$ cat src/rtl/taxi_disp_pkg.sv
// taxi_disp_pkg: shared state encoding, 7-segment glyph constants and decoder
package taxi_disp_pkg;
  typedef enum logic [1:0] {IDLE, SHIFT, DONE} state_t;
  localparam logic [6:0] SEG_BLANK = 7'h7F;
  localparam logic [6:0] SEG_DAY = 7'h21;
  localparam logic [6:0] SEG_NIGHT = 7'h2B;
  localparam logic [6:0] GLYPH [10] = '{7'h40, 7'h79, 7'h24, 7'h30, 7'h19,
                                        7'h12, 7'h02, 7'h78, 7'h00, 7'h10};
  function automatic logic [6:0] seg7_decode(input logic [3:0] d);
    return (d < 4'd10) ? GLYPH[d] : SEG_BLANK;
  endfunction
endpackage

$ cat src/rtl/bin2bcd_seq.sv
// bin2bcd_seq: sequential double-dabble converter, one shift per clock
module bin2bcd_seq
  import taxi_disp_pkg::*;
(
  input  logic        clk,
  input  logic        rst,
  input  logic [9:0]  bin,
  input  logic        start,
  output logic [11:0] bcd,
  output logic        done,
  output logic        busy
);
  state_t state;
  logic [9:0] sh;
  logic [11:0] acc, adj;
  logic [3:0] cnt;
  function automatic logic [3:0] add3(input logic [3:0] n);
    return (n >= 4'd5) ? n + 4'd3 : n;
  endfunction
  always_comb adj = {add3(acc[11:8]), add3(acc[7:4]), add3(acc[3:0])};
  // done decodes the DONE state so the consumer can latch on the same edge as bcd
  assign done = (state == DONE);
  always_ff @(posedge clk or posedge rst) begin
    if (rst) begin
      state <= IDLE;
      sh <= '0;
      acc <= '0;
      cnt <= '0;
      bcd <= '0;
      busy <= 1'b0;
    end else begin
      case (state)
        IDLE: if (start) begin
          sh <= bin;
          acc <= '0;
          cnt <= '0;
          busy <= 1'b1;
          state <= SHIFT;
        end
        SHIFT: begin
          {acc, sh} <= {adj[10:0], sh, 1'b0};
          cnt <= cnt + 4'd1;
          if (cnt == 4'd9) state <= DONE;
        end
        DONE: begin
          bcd <= acc;
          busy <= 1'b0;
          state <= IDLE;
        end
        default: state <= IDLE;
      endcase
    end
  end
endmodule

$ cat src/rtl/taxi_fare_display.sv
// taxi_fare_display: clamps the meter fare, converts it to BCD and scans it
// onto a 4-digit common-anode display with a tariff letter on digit 3.
module taxi_fare_display
  import taxi_disp_pkg::*;
#(
  parameter int SCAN_DIV = 50000,
  parameter logic [9:0] FARE_MAX = 10'd999
) (
  input  logic        clk,
  input  logic        rst,
  input  logic [9:0]  fare,
  input  logic        mode,
  output logic [6:0]  seg,
  output logic [3:0]  an,
  output logic [11:0] bcd_out,
  output logic        busy
);
  localparam int W = $clog2(SCAN_DIV);
  localparam logic [W-1:0] PRE_LAST = W'(SCAN_DIV - 1);
  logic [9:0] fc, held, cap;
  logic held_valid, start, done, tick;
  logic [W-1:0] pre;
  logic [1:0] idx, nidx;
  logic [3:0] h, t, o;
  logic [6:0] glyph;
  always_comb begin
    fc = (fare > FARE_MAX) ? FARE_MAX : fare;
    start = !busy && (!held_valid || fc != held);
    tick = (pre == PRE_LAST);
    nidx = idx + 2'd1;
    {h, t, o} = bcd_out;
    glyph = (nidx == 2'd0) ? seg7_decode(o) :
            (nidx == 2'd1) ? ((h == 4'd0 && t == 4'd0) ? SEG_BLANK : seg7_decode(t)) :
            (nidx == 2'd2) ? ((h == 4'd0) ? SEG_BLANK : seg7_decode(h)) :
            (mode ? SEG_NIGHT : SEG_DAY);
  end
  bin2bcd_seq u_conv (
    .clk(clk), .rst(rst), .bin(fc), .start(start),
    .bcd(bcd_out), .done(done), .busy(busy)
  );
  // cap remembers what is being converted; held only moves once the result lands
  always_ff @(posedge clk or posedge rst) begin
    if (rst) begin
      cap <= '0;
      held <= '0;
      held_valid <= 1'b0;
    end else begin
      if (start) cap <= fc;
      if (done) begin
        held <= cap;
        held_valid <= 1'b1;
      end
    end
  end
  always_ff @(posedge clk or posedge rst) begin
    if (rst) begin
      pre <= '0;
      idx <= 2'd3;
      an <= 4'hF;
      seg <= SEG_BLANK;
    end else begin
      pre <= tick ? '0 : pre + 1'b1;
      if (tick) begin
        idx <= nidx;
        an <= ~(4'b0001 << nidx);
        seg <= glyph;
      end
    end
  end
endmodule

$ cat config.mk
export PLATFORM = sky130hd
export DESIGN_NAME = taxi_fare_display
export DESIGN_NICKNAME = d
export VERILOG_FILES = /design/src/rtl/taxi_disp_pkg.sv /design/src/rtl/bin2bcd_seq.sv /design/src/rtl/taxi_fare_display.sv
export SDC_FILE = /design/constraint.sdc
export NUM_CORES = 1
export LEC_CHECK = 0
export CORE_MARGIN = 4
export CORE_UTILIZATION = 40
export DETAILED_ROUTE_END_ITERATION = 7
export HOLD_SLACK_MARGIN = 0.15
export PLACE_DENSITY = 0.55
export SYNTH_ARGS = -nofsm -noshare
export SYNTH_HDL_FRONTEND = slang
export SYNTH_SLANG_ARGS = --single-unit
$ cat constraint.sdc
create_clock -name clk -period 4.25 [get_ports clk]
set_clock_uncertainty 0.05 [all_clocks]
set_input_delay 1.0625 -clock clk [delete_from_list [all_inputs] [get_ports clk]]
set_output_delay 1.0625 -clock clk [all_outputs]
set_load 0.05 [all_outputs]
==> flow_metrics.tcl, run 1 <==
set metrics [dict create \
    cpMaxStageDelayCell "clkdlybuf4s50_1" \
    synth_flop_cell "dfrtp_1" \
    p_comb_share_pct 39.8 \
    die_w_um 118 \
    reg2reg_slack_ns 1.96 \
    hold_viol 0 \
    maxCapViolations 0 \
    overflow 0 \
    p_switching_mw 1.51 \
    setup_violations 0 \
    clk_latency_ns 0.35 \
    pin_count 37 \
    fin_ws_ns 1.22 \
    cts_tree "yes" \
    rsz0062_at_grt "no" \
    yosys.cell_count.top_type "dfrtp_1" \
    wl_um 9870 \
    ctsHtreeMaxLevel 3 \
    cp_top_family "compound AO/OA/AOI/OAI gates" \
    grt_max_degree 57 \
    cp_cell_sequence "clkdlybuf4s50_1, nand4_1, nor2_2, mux2_4, a31oi_4, o21bai_4, a221o_1" \
    die_h_um 118 \
    regArea_um2 2290 \
    syn_nets 519 \
    internal-power_mw 2.36 \
    clock_power_share_pct 22.6 \
    antenna_found_initial 0 \
    place_ws_ns 0.827 \
    fin_crit_sh_pct 71.3 \
    ys_types 56 \
    seq_area_frac_synth_pct 47.2 \
    worst-setup-path-type "input port to flop" \
    vias 3514 \
    hold_path_class "flop to flop" \
    drtIter0Drc 113 \
    io_buffers 36 \
    synth_common_cells "dfrtp_1 (78), nand2_1 (43), nor2_1 (39)" \
    place_congestion 0.813 \
    ys_warn_count 0 \
    period_needed_ns 3.03 \
    slew_violations 0 \
    start_util_pct 41.6 \
    root_buffer "clkbuf_16" \
    async_flop_share_pct 100 \
    post_cts_resized 0 \
    clk_pin_slew_worst_paths_ns 0.06 \
    fin_setup_tns_ns 0 \
    dieArea_um2 14000 \
    first_global_vias 3448 \
    startpoint_type "input port" \
    area_growth_pct 16.7 \
    worst_pin_slew_ns 1.00 \
    ir_drop_v 0.000298 \
    syn_inst 478 \
    cp.arrival_ns 3.22 \
    wl_per_cell_um 15.0 \
    relSlewSlack_pct 33.1 \
    cts_buffers 9 \
    gr-usage-all-layers_pct 15.1 \
    syn-cell-area_um2 4860 \
    ys_top_cells_by_area "dfrtp_1 (40%), ha_1 (7.2%), dfstp_2 (7.0%)" \
    fill_cells 1088 \
    final_util_pct 48.6 \
    post-route-drc-count 0 \
    power_frac_seq_pct 37.6 \
    postCtsSetupRepairBufs 0 \
    max_freq_mhz 330 \
    cp.required_ns 4.43 \
    multi_input_area_um2 2370 \
    grt_pass1_wl_um 17200 \
    vias_per_cell 5.35 \
    diodes 0 \
    synth_edf_count 0 \
    p_per_area_nw_per_um2 683 \
    synth-seq-cells 91 \
    synth_top_cell_by_area "dfrtp_1" \
    clock_sinks 91 \
    rows 39 \
    endpoint_kind "flop" \
    hpwl_um 6970 \
    cp_slowest_stage_delay_ns 0.53 \
    ant_nets 0 \
    p_leak_nw 2.51 \
    cts_buffer_depth 2 \
    path_buf_inv 1 \
    switching_share_pct 39.0 \
    synth_top_area_share_pct 40.2 \
    cts_hold_repair.buffers 0 \
    syn_area_per_cell_um2 10.2 \
    core_area_um2 11700 \
    status "finished clean" \
    drive_above_1_share_pct 12.5 \
    path_max_fanout 27 \
    final_nets 550 \
    drt-pass1-iter-count 4 \
]
registers in the layout, indices dropped and copies added (netlist names), 4 cells and up:
register    cells
pre            16
u_conv.acc     12
u_conv.bcd     12
cap            10
held           10
u_conv.sh      10
seg             7
an              4
u_conv.cnt      4
per-stage QoR:
stage | power [mW] | area [um2] | cells | hold WS [ns]
final | 3.87 | 5670 | 657 | 0.401
after global routing | 4.16 | 5670 | 657 | 0.412
after CTS | 3.92 | 5670 | 657 | 0.404
after detailed placement | 3.03 | 5350 | 641 | 0.394
after global placement | 2.99 | 5350 | 641 | 0.393
after floorplan | 2.62 | 4860 | 478 | 0.377
cell type report:
| cell class | instances | area share, % |
|---|---|---|
| Multi-Input combinational cell | 340 | 41.8 |
| Sequential cell | 91 | 40.5 |
| Timing Repair Buffer | 40 | 7.11 |
| Clock buffer | 12 | 4.35 |
| Tap cell | 143 | 3.16 |
| Inverter | 27 | 1.81 |
| Clock inverter | 4 | 1.30 |
worst register-to-register path, cell delays in order, from the launching register on:
cell	delay, ns
dfrtp_1	0.47
inv_1	0.14
ha_1	0.25
inv_1	0.06
o311ai_0	0.59
nor2_1	0.13
nor3_1	0.19
a211oi_1	0.08
o31ai_1	0.26
path summary, 6_finish.rpt:
kind / end / cells past startpoint / from
min in group asynchronous: pre[8] / 2 / rst
min: seg[1] / 2 / seg[1]
max reg2reg: seg[3] / 8 / u_conv.bcd[9]
max in group asynchronous: u_conv.bcd[11] / 3 / rst
min reg2reg: seg[1] / 2 / seg[1]
max: u_conv.sh[3] / 7 / fare[7]
cell usage in the layout, fill, tap and decap left out, types with 3 or more instances in the layout:
master / instances
dfrtp_1: 78
nand2_1: 43
nor2_1: 39
clkdlybuf4s50_1: 36
o21ai_0: 33
ha_1: 28
inv_1: 26
a21oi_1: 22
mux2_2: 20
a22o_1: 19
xnor2_1: 16
dfstp_2: 13
nand2b_1: 12
nand3_1: 11
clkbuf_16: 9
xor2_1: 8
nor3_1: 8
a31oi_1: 7
a21o_1: 7
nor2b_1: 6
and3_1: 5
mux2i_1: 5
or2_2: 4
o22ai_1: 3
o2bb2ai_1: 3
o21a_1: 3
o31ai_1: 3
buf_4: 3
routing by layer:
layer / part of all wire (%) / GRT usage (%)
met2: 47 / 23.7
met5: 0 / 0
met4: 2.9 / 7.91
met3: 3.5 / 3.10
met1: 46 / 19.7
power groups by stage:
stage / Sequential, mW / Clock (mW) / Combinational [mW]
floorplan: 1.53 / 0 / 1.09
global route: 1.51 / 0.919 / 1.73
CTS: 1.46 / 0.896 / 1.56
detailed placement: 1.48 / 0 / 1.55
finish: 1.46 / 0.874 / 1.54
global placement: 1.47 / 0 / 1.52
kinds of logic after synthesis:
group / after synthesis / synth area share [%]
AND/OR/NAND/NOR: 142 / 14.2
AO/OA/AOI/OAI: 120 / 17.0
flip-flops: 91 / 47.2
buffers and inverters: 47 / 4.02
adder cells (fa/ha/maj): 28 / 7.21
multiplexers: 26 / 5.98
XOR/XNOR: 24 / 4.33
Power figures use the tool's default switching activity.
==> run 2, diff against run 1 <==
==> constraint.sdc (replaced) <==
create_clock -name clk -period 2.9 [get_ports clk]
set_clock_uncertainty 0.05 [all_clocks]
set_input_delay 0.725 -clock clk [delete_from_list [all_inputs] [get_ports clk]]
set_output_delay 0.725 -clock clk [all_outputs]
set_load 0.05 [all_outputs]
==> flow_metrics.tcl, run 2 (synthesis results as in run 1) <==
set metrics [dict create \
    diodes 0 \
    cpMaxStageDelayCell "clkdlybuf4s50_1" \
    whs_ns 0.399 \
    drt-pass1-iter-count 7 \
    max_freq_mhz 383 \
    ctsHtreeMaxLevel 3 \
    first_global_vias 3556 \
    final_area_um2 5760 \
    relSlewSlack_pct 52.4 \
    regArea_um2 2290 \
    worst-setup-path-type "flop to primary output" \
    overflow 0 \
    hpwl_um 7090 \
    vias_per_cell 5.28 \
    cp.required_ns 2.12 \
    path_max_fanout 16 \
    met1Wirelength_um 4440 \
    largest_reg_flops 16 \
    rows 39 \
    whs_path_depth 2 \
    reg2reg_from "u_conv.bcd[9]" \
    drtIter0Drc 141 \
    postCtsSetupRepairBufs 0 \
    reg2reg_slack_ns 0.65 \
    ant_nets 0 \
    wl_met2_um 4990 \
    die_w_um 118 \
    maxCapViolations 0 \
    cp_cell_sequence "clkdlybuf4s50_1" \
    p_per_area_nw_per_um2 967 \
    final_util_pct 49.4 \
    worst-r2r-cell-count 7 \
    fin_crit_sh_pct 90.0 \
    worstHoldStart "seg[1]" \
    instances_no_fill 673 \
    wl_um 9860 \
    final_nets 566 \
    status "finished clean" \
    ir_drop_v 0.000356 \
    root_buffer "clkbuf_16" \
    worst_pin_slew_ns 0.704 \
    post_cts_resized 0 \
    hold_viol 0 \
    whs_endpoint "seg[1]" \
    startpoint_type "flop" \
    cts_tree "yes" \
    cp_top_family "buffers and inverters" \
    p_leak_nw 2.56 \
    endpoint_kind "primary output" \
    area_growth_pct 18.7 \
    multi_input_area_um2 2370 \
    cts_buffer_depth 2 \
    cp.arrival_ns 1.83 \
    start_util_pct 41.6 \
    hold_path_class "flop to flop" \
    pin_count 37 \
    placed_cell_area_um2 5480 \
    path_buf_inv 1 \
    place_ws_ns -0.0279 \
    drive_above_1_share_pct 15.3 \
    cts_hold_repair.buffers 0 \
    timing.rr.end "seg[0]" \
    grt_pass1_wl_um 17100 \
    layout_common_cells "dfrtp_1 (78), nand2_1 (43), nor2_1 (39)" \
    fill_cells 1082 \
    clk_pin_slew_worst_paths_ns 0.06 \
    gr-usage-all-layers_pct 14.8 \
    wl_per_cell_um 14.6 \
    period_needed_ns 2.61 \
    maxUsedRoutingLayer "met4" \
    cts_buffers 9 \
    post-route-drc-count 0 \
    reg.largest.list "pre (16), u_conv.acc (12), u_conv.bcd (12)" \
    slew_violations 0 \
    die_h_um 118 \
    setup_violations 0 \
    antenna_found_initial 0 \
    clock_sinks 91 \
    core_area_um2 11700 \
    dp_cells 657 \
    rsz0062_at_grt "no" \
    grt_max_degree 92 \
    cp_slowest_stage_delay_ns 0.89 \
    io_buffers 36 \
    clk_latency_ns 0.34 \
    dr_wl_met3_um 349 \
    top_register "pre" \
    place_congestion 0.785 \
    dieArea_um2 14000 \
    final_common_cell "dfrtp_1" \
    fin_ws_ns 0.291 \
    vias 3551 \
]
## run 2: cell types whose count changed in the layout (fill, tap and decap cells not counted)
| cell | before | now |
|---|---|---|
| buf_12 | 1 | 2 |
| buf_4 | 3 | 18 |
| bufinv_16 | 2 | 0 |
| clkbuf_1 | 2 | 1 |
| clkinv_2 | 2 | 0 |
| clkinvlp_4 | 0 | 5 |
## run 2: where the power goes
| group | switching, mW | internal [mW] |
|---|---|---|
| registers | 0.465 | 1.66 |
| clock network | 0.488 | 0.606 |
| logic | 1.27 | 1.09 |
## run 2: per-layer routing
layer	vias up	track usage (%)
met5	-	0
met4	0	2.71
met3	7	3.92
met2	54	26.2
met1	1723	18.4
li1	1767	-
## run 2: per-stage QoR
stage                     TNS [ns]  power, mW
after floorplan                  0       3.84
after global placement           0       4.47
after detailed placement   -0.0935       4.53
after CTS                        0       5.66
after global routing             0       6.03
final                            0       5.57
## run 2: worst max-delay path by stage
stage,endpoint,depth (start not counted),slack [ns],start
floorplan,u_conv.sh[0],7,0.58,fare[7]
global placement,cap[6],7,0.02,fare[6]
detailed placement,cap[7],7,-0.03,fare[6]
CTS,bcd_out[10],1,0.27,u_conv.bcd[10]
global route,bcd_out[10],1,0.19,u_conv.bcd[10]
finish,bcd_out[10],1,0.29,u_conv.bcd[10]
## run 2: final cells by class
type | instances | area share (%)
clock buffers | 11 | 4.21
clock inverters | 5 | 0.673
inverters | 27 | 1.82
multi-input cells | 340 | 41.1
flip-flops and latches | 91 | 39.8
well taps | 143 | 3.10
repair buffers | 56 | 9.29
==> run 3, diff against run 2 <==
==> constraint.sdc (replaced) <==
create_clock -name clk -period 3.05 [get_ports clk]
set_clock_uncertainty 0.05 [all_clocks]
set_input_delay 0.7625 -clock clk [delete_from_list [all_inputs] [get_ports clk]]
set_output_delay 0.7625 -clock clk [all_outputs]
set_load 0.05 [all_outputs]
==> flow_metrics.tcl, run 3 (synthesis results as in run 1) <==
set metrics [dict create \
    cp.required_ns 3.21 \
    first_global_vias 3554 \
    relSlewSlack_pct 49.6 \
    rows 39 \
    p_per_area_nw_per_um2 940 \
    die_h_um 118 \
    drive_above_1_share_pct 14.3 \
    cts_hold_repair.buffers 0 \
    multi_input_area_um2 2370 \
    vias 3524 \
    postCtsSetupRepairBufs 0 \
    ctsHtreeMaxLevel 3 \
    dieArea_um2 14000 \
    place_congestion 0.792 \
    root_buffer "clkbuf_16" \
    worst-setup-path-type "input port to flop" \
    gr-usage-all-layers_pct 14.6 \
    whs_path_depth 2 \
    pin_count 37 \
    p_comb_share_pct 40.6 \
    hold_path_class "flop to flop" \
    wl_um 9930 \
    place_ws_ns 0.0258 \
    worst-r2r-cell-count 8 \
    max_freq_mhz 371 \
    post_cts_resized 0 \
    start_util_pct 41.6 \
    maxCapViolations 0 \
    hpwl_um 7120 \
    cts_tree "yes" \
    post-route-drc-count 0 \
    final_area_um2 5740 \
    path_max_fanout 16 \
    clk_pin_slew_worst_paths_ns 0.06 \
    io_buffers 36 \
    p_switching_mw 2.08 \
    clock_power_share_pct 21.9 \
    worst_pin_slew_ns 0.747 \
    overflow 0 \
    final_common_cell "dfrtp_1" \
    placed_cell_area_um2 5420 \
    power.total_mw 5.40 \
    grt_pass1_wl_um 16900 \
    fill_cells 1095 \
    layout_common_cells "dfrtp_1 (78), nand2_1 (43), nor2_1 (39)" \
    area_growth_pct 18.2 \
    status "finished clean" \
    drt-pass1-iter-count 4 \
    p_leak_nw 2.55 \
    die_w_um 118 \
    slew_violations 0 \
    rsz0062_at_grt "no" \
    core_area_um2 11700 \
    ant_nets 0 \
    wl_per_cell_um 14.9 \
    antenna_found_initial 0 \
    clock_sinks 91 \
    fin_ws_ns 0.356 \
    internal-power_mw 3.31 \
    reg2reg_slack_ns 0.79 \
    cts_buffer_depth 2 \
    fin_crit_sh_pct 88.3 \
    top_register "pre" \
    ir_drop_v 0.000433 \
    clk_latency_ns 0.33 \
    largest_reg_flops 16 \
    setup_violations 0 \
    vias_per_cell 5.29 \
    power_frac_seq_pct 37.5 \
    cp.arrival_ns 2.86 \
    period_needed_ns 2.69 \
    startpoint_type "input port" \
    drtIter0Drc 151 \
    switching_share_pct 38.6 \
    reg.largest.list "pre (16), u_conv.acc (12), u_conv.bcd (12)" \
    endpoint_kind "flop" \
    fin_setup_tns_ns 0 \
    hold_viol 0 \
    final_nets 560 \
    regArea_um2 2290 \
    cts_buffers 9 \
    diodes 0 \
    grt_max_degree 92 \
]
## run 3: cell count changes in the layout (fill, tap and decap cells not counted)
cell,before,now
buf_4,18,13
clkinvlp_4,5,2
bufinv_16,0,2
clkinv_2,0,2
buf_12,2,1
clkbuf_1,1,0
clkinv_4,1,0
## run 3: area by class of cell
cell class,count,share of cell area [%]
timing repair buffer,50,8.33
multi-input combinational,340,41.3
sequential,91,40.0
clock buffer,10,4.16
inverter,27,1.83
clock inverter,5,1.35
tap,143,3.12
## run 3: per-layer routing
layer	GRT usage [%]	routed length, um
met1	18.2	4520
met2	25.6	5090
met3	3.10	250
met4	4.40	65
met5	0	0
## run 3: final timing paths
path | end | start
min reg2reg | seg[1] | seg[1]
min | seg[1] | seg[1]
max reg2reg | seg[3] | u_conv.bcd[9]
max in group asynchronous | an[2] | rst
max | cap[6] | fare[6]
min in group asynchronous | u_conv.bcd[9] | rst
## run 3: power by group through the flow
stage	sequential (mW)	combinational, mW	clock (mW)
global placement	2.04	2.16	0
detailed placement	2.05	2.21	0
floorplan	2.13	1.52	0
finish	2.02	2.19	1.18
global route	2.10	2.45	1.27
CTS	2.03	2.23	1.22
## run 3: metrics by stage
step | instances | hold slack [ns] | util, %
floorplan | 478 | 0.377 | -
global placement | 651 | 0.393 | 46.5
detailed placement | 651 | 0.412 | 46.5
CTS | 666 | 0.421 | 49.2
global route | 666 | 0.439 | 49.2
finish | 666 | 0.411 | 49.2
## run 3: critical path: stages
cell and delay (ns):
clkdlybuf4s50_1 0.51, nand4_1 0.18, nor2_2 0.21, mux2_4 0.35
a31oi_4 0.23, buf_4 0.25, mux2_2 0.35
==> variant 1 (config.mk and constraints of run 1) <==
The parameter `SCAN_DIV` goes from 50000 to 25000.
--- a/src/rtl/taxi_fare_display.sv
+++ b/src/rtl/taxi_fare_display.sv
@@ -3,7 +3,7 @@
 module taxi_fare_display
   import taxi_disp_pkg::*;
 #(
-  parameter int SCAN_DIV = 50000,
+  parameter int SCAN_DIV = 25000,
   parameter logic [9:0] FARE_MAX = 10'd999
 ) (
   input  logic        clk,
Behaviour: no difference found for any inputs over 10 cycles, from zero or initial values and one cycle with rst high; that may be too few to reach the edited logic, so the function may still have changed.
==> variant 1 against run 1 <==
Clock power is 8.4% lower; worst setup slack worse by 160 ps; synthesized area is essentially flat; critical path type unchanged; sequential cell count shrank 1; design area is essentially flat; total power shrank 5.0%; largest power group unchanged; register-to-register slack got worse by 20 ps; sequential power decreased by 4%; wire length decreased by 2.0%; synthesized cell count up 0.63%.
==> variant 1: results <==
metrics = {
    "power_and_ir_drop": {
        "p_total_uw": 3677,
        "powerClk_uw": 801,
        "leakagePower_uw": 0.002433,
        "pwr-share-seq_pct": 38.1,
        "switchingPower_uw": 1414,
    },
    "timing": {
        "slew_headroom_pct": 47.20,
        "period_minus_slack_ps": 3193,
    },
    "yosys": {
        "synth.distinct_cells": 54,
        "ys_seq_elements": 90,
        "synthesis.nets": 522,
        "ys_top_cells_by_area": "dfrtp_1, ha_1, dfstp_2",
        "synth_xor_xnor_area_share_pct": 4.144,
        "yosysSeqAreaShare_pct": 46.67,
        "yosys.area_share.adder_pct": 7.207,
        "synth_compound_area_share_pct": 15.70,
        "synthMuxAreaShare_pct": 7.825,
    },
    "final_layout": {
        "drive_gt1_share_pct": 14.62,
        "largestRegisters": "pre (15), u_conv.acc (12), u_conv.bcd (12)",
        "inverters": 28,
        "clkCellAreaFrac_pct": 5.229,
        "nFillCells": 1087,
        "nNonClkBuffers": 43,
        "n_clock_buffer": 11,
        "multi_input_gates": 343,
        "nNetsFinal": 556,
        "multi_input_area_mm2": 0.002395,
    },
    "global_route": {
        "grt_pass1_wl_um": 16590,
        "track_usage_pct": 14.53,
        "grt_pass1_vias": 3377,
        "grt_max_degree": 51,
    },
    "place": {
        "place.gp.congestion": 0.8430,
        "place_hpwl_um": 6934,
        "pre_cts_ws_ps": 682.5,
    },
    "worst_setup_path": {
        "cp_top_family": "buffers and inverters",
        "rrSetupSlack_ps": 1940,
        "slowest_delay_ps": 600,
        "worstRegToRegCells": 7,
        "arrival_ps": 3380,
        "crit_start": "fare[5]",
        "r2r_end": "u_conv.sh[8]",
        "worstPathMaxFanout": 14,
        "r2r-start": "held[6]",
    },
    "routing": {
        "wl_per_cell_um": 14.60,
        "drt_iter0_drc": 198,
    },
    "hold_path": {
        "min_to": "seg[3]",
        "holdCritStartpoint": "seg[3]",
    },
    "outcome": {
        "outcome": "completed",
    },
}
## variant 1: stage by stage
step / instance area (um2) / util [%] / cells / hold slack (ps)
final: 5670 / 48.62 / 663 / 423.4
after global routing: 5670 / 48.62 / 663 / 441.2
after CTS: 5670 / 48.62 / 663 / 425.4
after detailed placement: 5374 / 46.08 / 647 / 416.4
after global placement: 5374 / 46.08 / 647 / 411.7
after floorplan: 4861 / - / 481 / 377.5
## variant 1: layer usage
layer  GRT usage, %  up-vias  part of all wire, %
met1          19.05     1656                   48
met2          23.19       35                   47
met3          4.346        6                  3.3
li1               -     1740                    -
met5              0        -                    0
met4          4.615        0                 0.85
## variant 1: kinds of logic (layout without fill, tap and decap cells)
family                   after synthesis  count (layout)
AO/OA/AOI/OAI                        115             115
flip-flops                            90              90
multiplexers                          33              33
AND/OR/NAND/NOR                      144             144
buffers and inverters                 48              87
adder cells (fa/ha/maj)               28              28
XOR/XNOR                              23              23
==> variant 2 (flow settings as in run 1) <==
Without the edit above. Make the reset (`rst`) synchronous in 3 clocked blocks.
--- a/src/rtl/bin2bcd_seq.sv
+++ b/src/rtl/bin2bcd_seq.sv
@@ -20,7 +20,7 @@
   always_comb adj = {add3(acc[11:8]), add3(acc[7:4]), add3(acc[3:0])};
   // done decodes the DONE state so the consumer can latch on the same edge as bcd
   assign done = (state == DONE);
-  always_ff @(posedge clk or posedge rst) begin
+  always_ff @(posedge clk) begin
     if (rst) begin
       state <= IDLE;
       sh <= '0;
--- a/src/rtl/taxi_fare_display.sv
+++ b/src/rtl/taxi_fare_display.sv
@@ -39,7 +39,7 @@
     .bcd(bcd_out), .done(done), .busy(busy)
   );
   // cap remembers what is being converted; held only moves once the result lands
-  always_ff @(posedge clk or posedge rst) begin
+  always_ff @(posedge clk) begin
     if (rst) begin
       cap <= '0;
       held <= '0;
@@ -52,7 +52,7 @@
       end
     end
   end
-  always_ff @(posedge clk or posedge rst) begin
+  always_ff @(posedge clk) begin
     if (rst) begin
       pre <= '0;
       idx <= 2'd3;
Function: differs if rst is asserted again (counterexample within 4 cycles, from zero or initial values and one cycle with rst high); with rst held inactive, the same outputs for 10 cycles.
==> variant 2 against run 1 <==
Synthesized area decreased by 2.4%; non-clock buffer count increased by 2; cell count increased by 12%; design area decreased by 3.9%; worst setup slack got worse by 210 ps; critical path type unchanged; sequential cell count unchanged; wire length increased by 7.4%; synthesized cell count increased by 19%.
Power is not compared: it rests on default switching activity, and its combinational part moved more than twofold at a synthesized area within 25%.
==> variant 2: results <==
metrics = {
    "yosys": {
        "yosysSeqAreaShare_pct": 38.45,
        "synth_commonest_cells": "nand2_1, dfxtp_1, a21oi_1",
        "synth_xor_xnor_area_share_pct": 5.176,
        "ys_top_cells_by_area": "dfxtp_1, ha_1, nand2_1",
        "ys.flop_type": "dfxtp_1",
        "synth_compound_area_share_pct": 22.47,
        "synth.distinct_cells": 60,
        "synthesis.nets": 608,
        "synthMuxAreaShare_pct": 1.954,
        "yosysWarnings": 0,
        "yosys.area_share.adder_pct": 7.394,
        "async_flop_share_pct": 0,
    },
    "final_layout": {
        "nFillCells": 1157,
        "drive_gt1_share_pct": 6.419,
        "largestRegisters": "pre (16), u_conv.acc (12), u_conv.bcd (12)",
        "nNetsFinal": 628,
        "n_antenna_cell": 0,
    },
    "global_route": {
        "grt_pass1_vias": 3733,
        "grt_pass1_wl_um": 17980,
        "track_usage_pct": 16.51,
        "grt_max_degree": 62,
    },
    "routing": {
        "dr.pass1.iters": 4,
        "drt_iter0_drc": 238,
        "drtAntennaViolNets": 0,
        "wl_per_cell_um": 14.42,
        "num_vias": 3929,
    },
    "hold_path": {
        "whs_path_depth": 1,
        "holdCritStartpoint": "pre[0]",
        "min_to": "pre[0]",
    },
    "worst_setup_path": {
        "r2r_end": "seg[1]",
        "worstRegToRegCells": 8,
        "timing.critical_path.to": "u_conv.acc[9]",
        "r2r-start": "u_conv.bcd[8]",
        "worstPathMaxFanout": 17,
        "rrSetupSlack_ps": 1660,
        "crit_start": "fare[4]",
        "slowest_delay_ps": 550,
    },
    "outcome": {
        "outcome": "completed",
    },
    "clock_network": {
        "cts_max_level": 3,
        "clk_pin_slew_ps": 70,
        "clock_latency_ps": 340,
    },
    "place": {
        "place_hpwl_um": 7316,
        "port-buffer-count": 36,
        "pre_cts_ws_ps": 653.4,
        "place.gp.congestion": 0.8623,
    },
    "timing": {
        "period_share_pct": 76.34,
        "slew_headroom_pct": 34.06,
    },
    "power_and_ir_drop": {
        "peakVddDrop_mv": 0.1764,
    },
}
## variant 2: changes by cell type after synthesis, moves of 6 or more
cell             run 1  this run
a21oi_1             22        49
clkbuf_1            13        26
o21ai_0             33        23
o211ai_1             0         8
nand2_1             43        93
dfxtp_1              0        91
dfstp_2             13         0
a21o_1               7         1
a22o_1              19         0
dfrtp_1             78         0
a211oi_1             1         8
mux2_2              20         2
o32ai_1              2        12
## variant 2: cell type report
| class | instances | area, um2 | share of cell area (%) |
|---|---|---|---|
| Sequential cell | 91 | 1822 | 33.46 |
| Inverter | 31 | 116.4 | 2.137 |
| Tap cell | 143 | 178.9 | 3.286 |
| Clock buffer | 10 | 229.0 | 4.205 |
| Clock inverter | 6 | 47.55 | 0.8732 |
| Multi-Input combinational cell | 412 | 2651 | 48.69 |
| Timing Repair Buffer | 42 | 400.4 | 7.353 |
## variant 2: power groups by stage
| stage | Sequential [uW] | Clock (uW) | Combinational (uW) |
|---|---|---|---|
| floorplan | 908 | 0 | 90.4 |
| global placement | 911 | 0 | 126 |
| detailed placement | 910 | 0 | 127 |
| CTS | 891 | 790 | 128 |
| global route | 894 | 820 | 140 |
| finish | 891 | 761 | 127 |
## variant 2: layer usage
| metal | vias to the layer above | wire (um) | track usage [%] |
|---|---|---|---|
| met4 | 0 | 161 | 7.034 |
| met2 | 77 | 4797 | 25.56 |
| met1 | 1815 | 5324 | 22.65 |
| met3 | 11 | 316 | 2.982 |
| met5 | - | 0 | 0 |
| li1 | 2026 | - | - |
## variant 2: through the flow
step                util (%)  power [uW]  std cells  instance area, um2  hold WS (ps)
floorplan                  -       998.8        567                4738         363.0
global placement       44.88        1037        719                5169         374.8
detailed placement     44.88        1037        719                5169         381.0
CTS                    47.28        1808        735                5445         391.2
global route           47.28        1854        735                5445         424.0
finish                 47.28        1779        735                5445         387.5
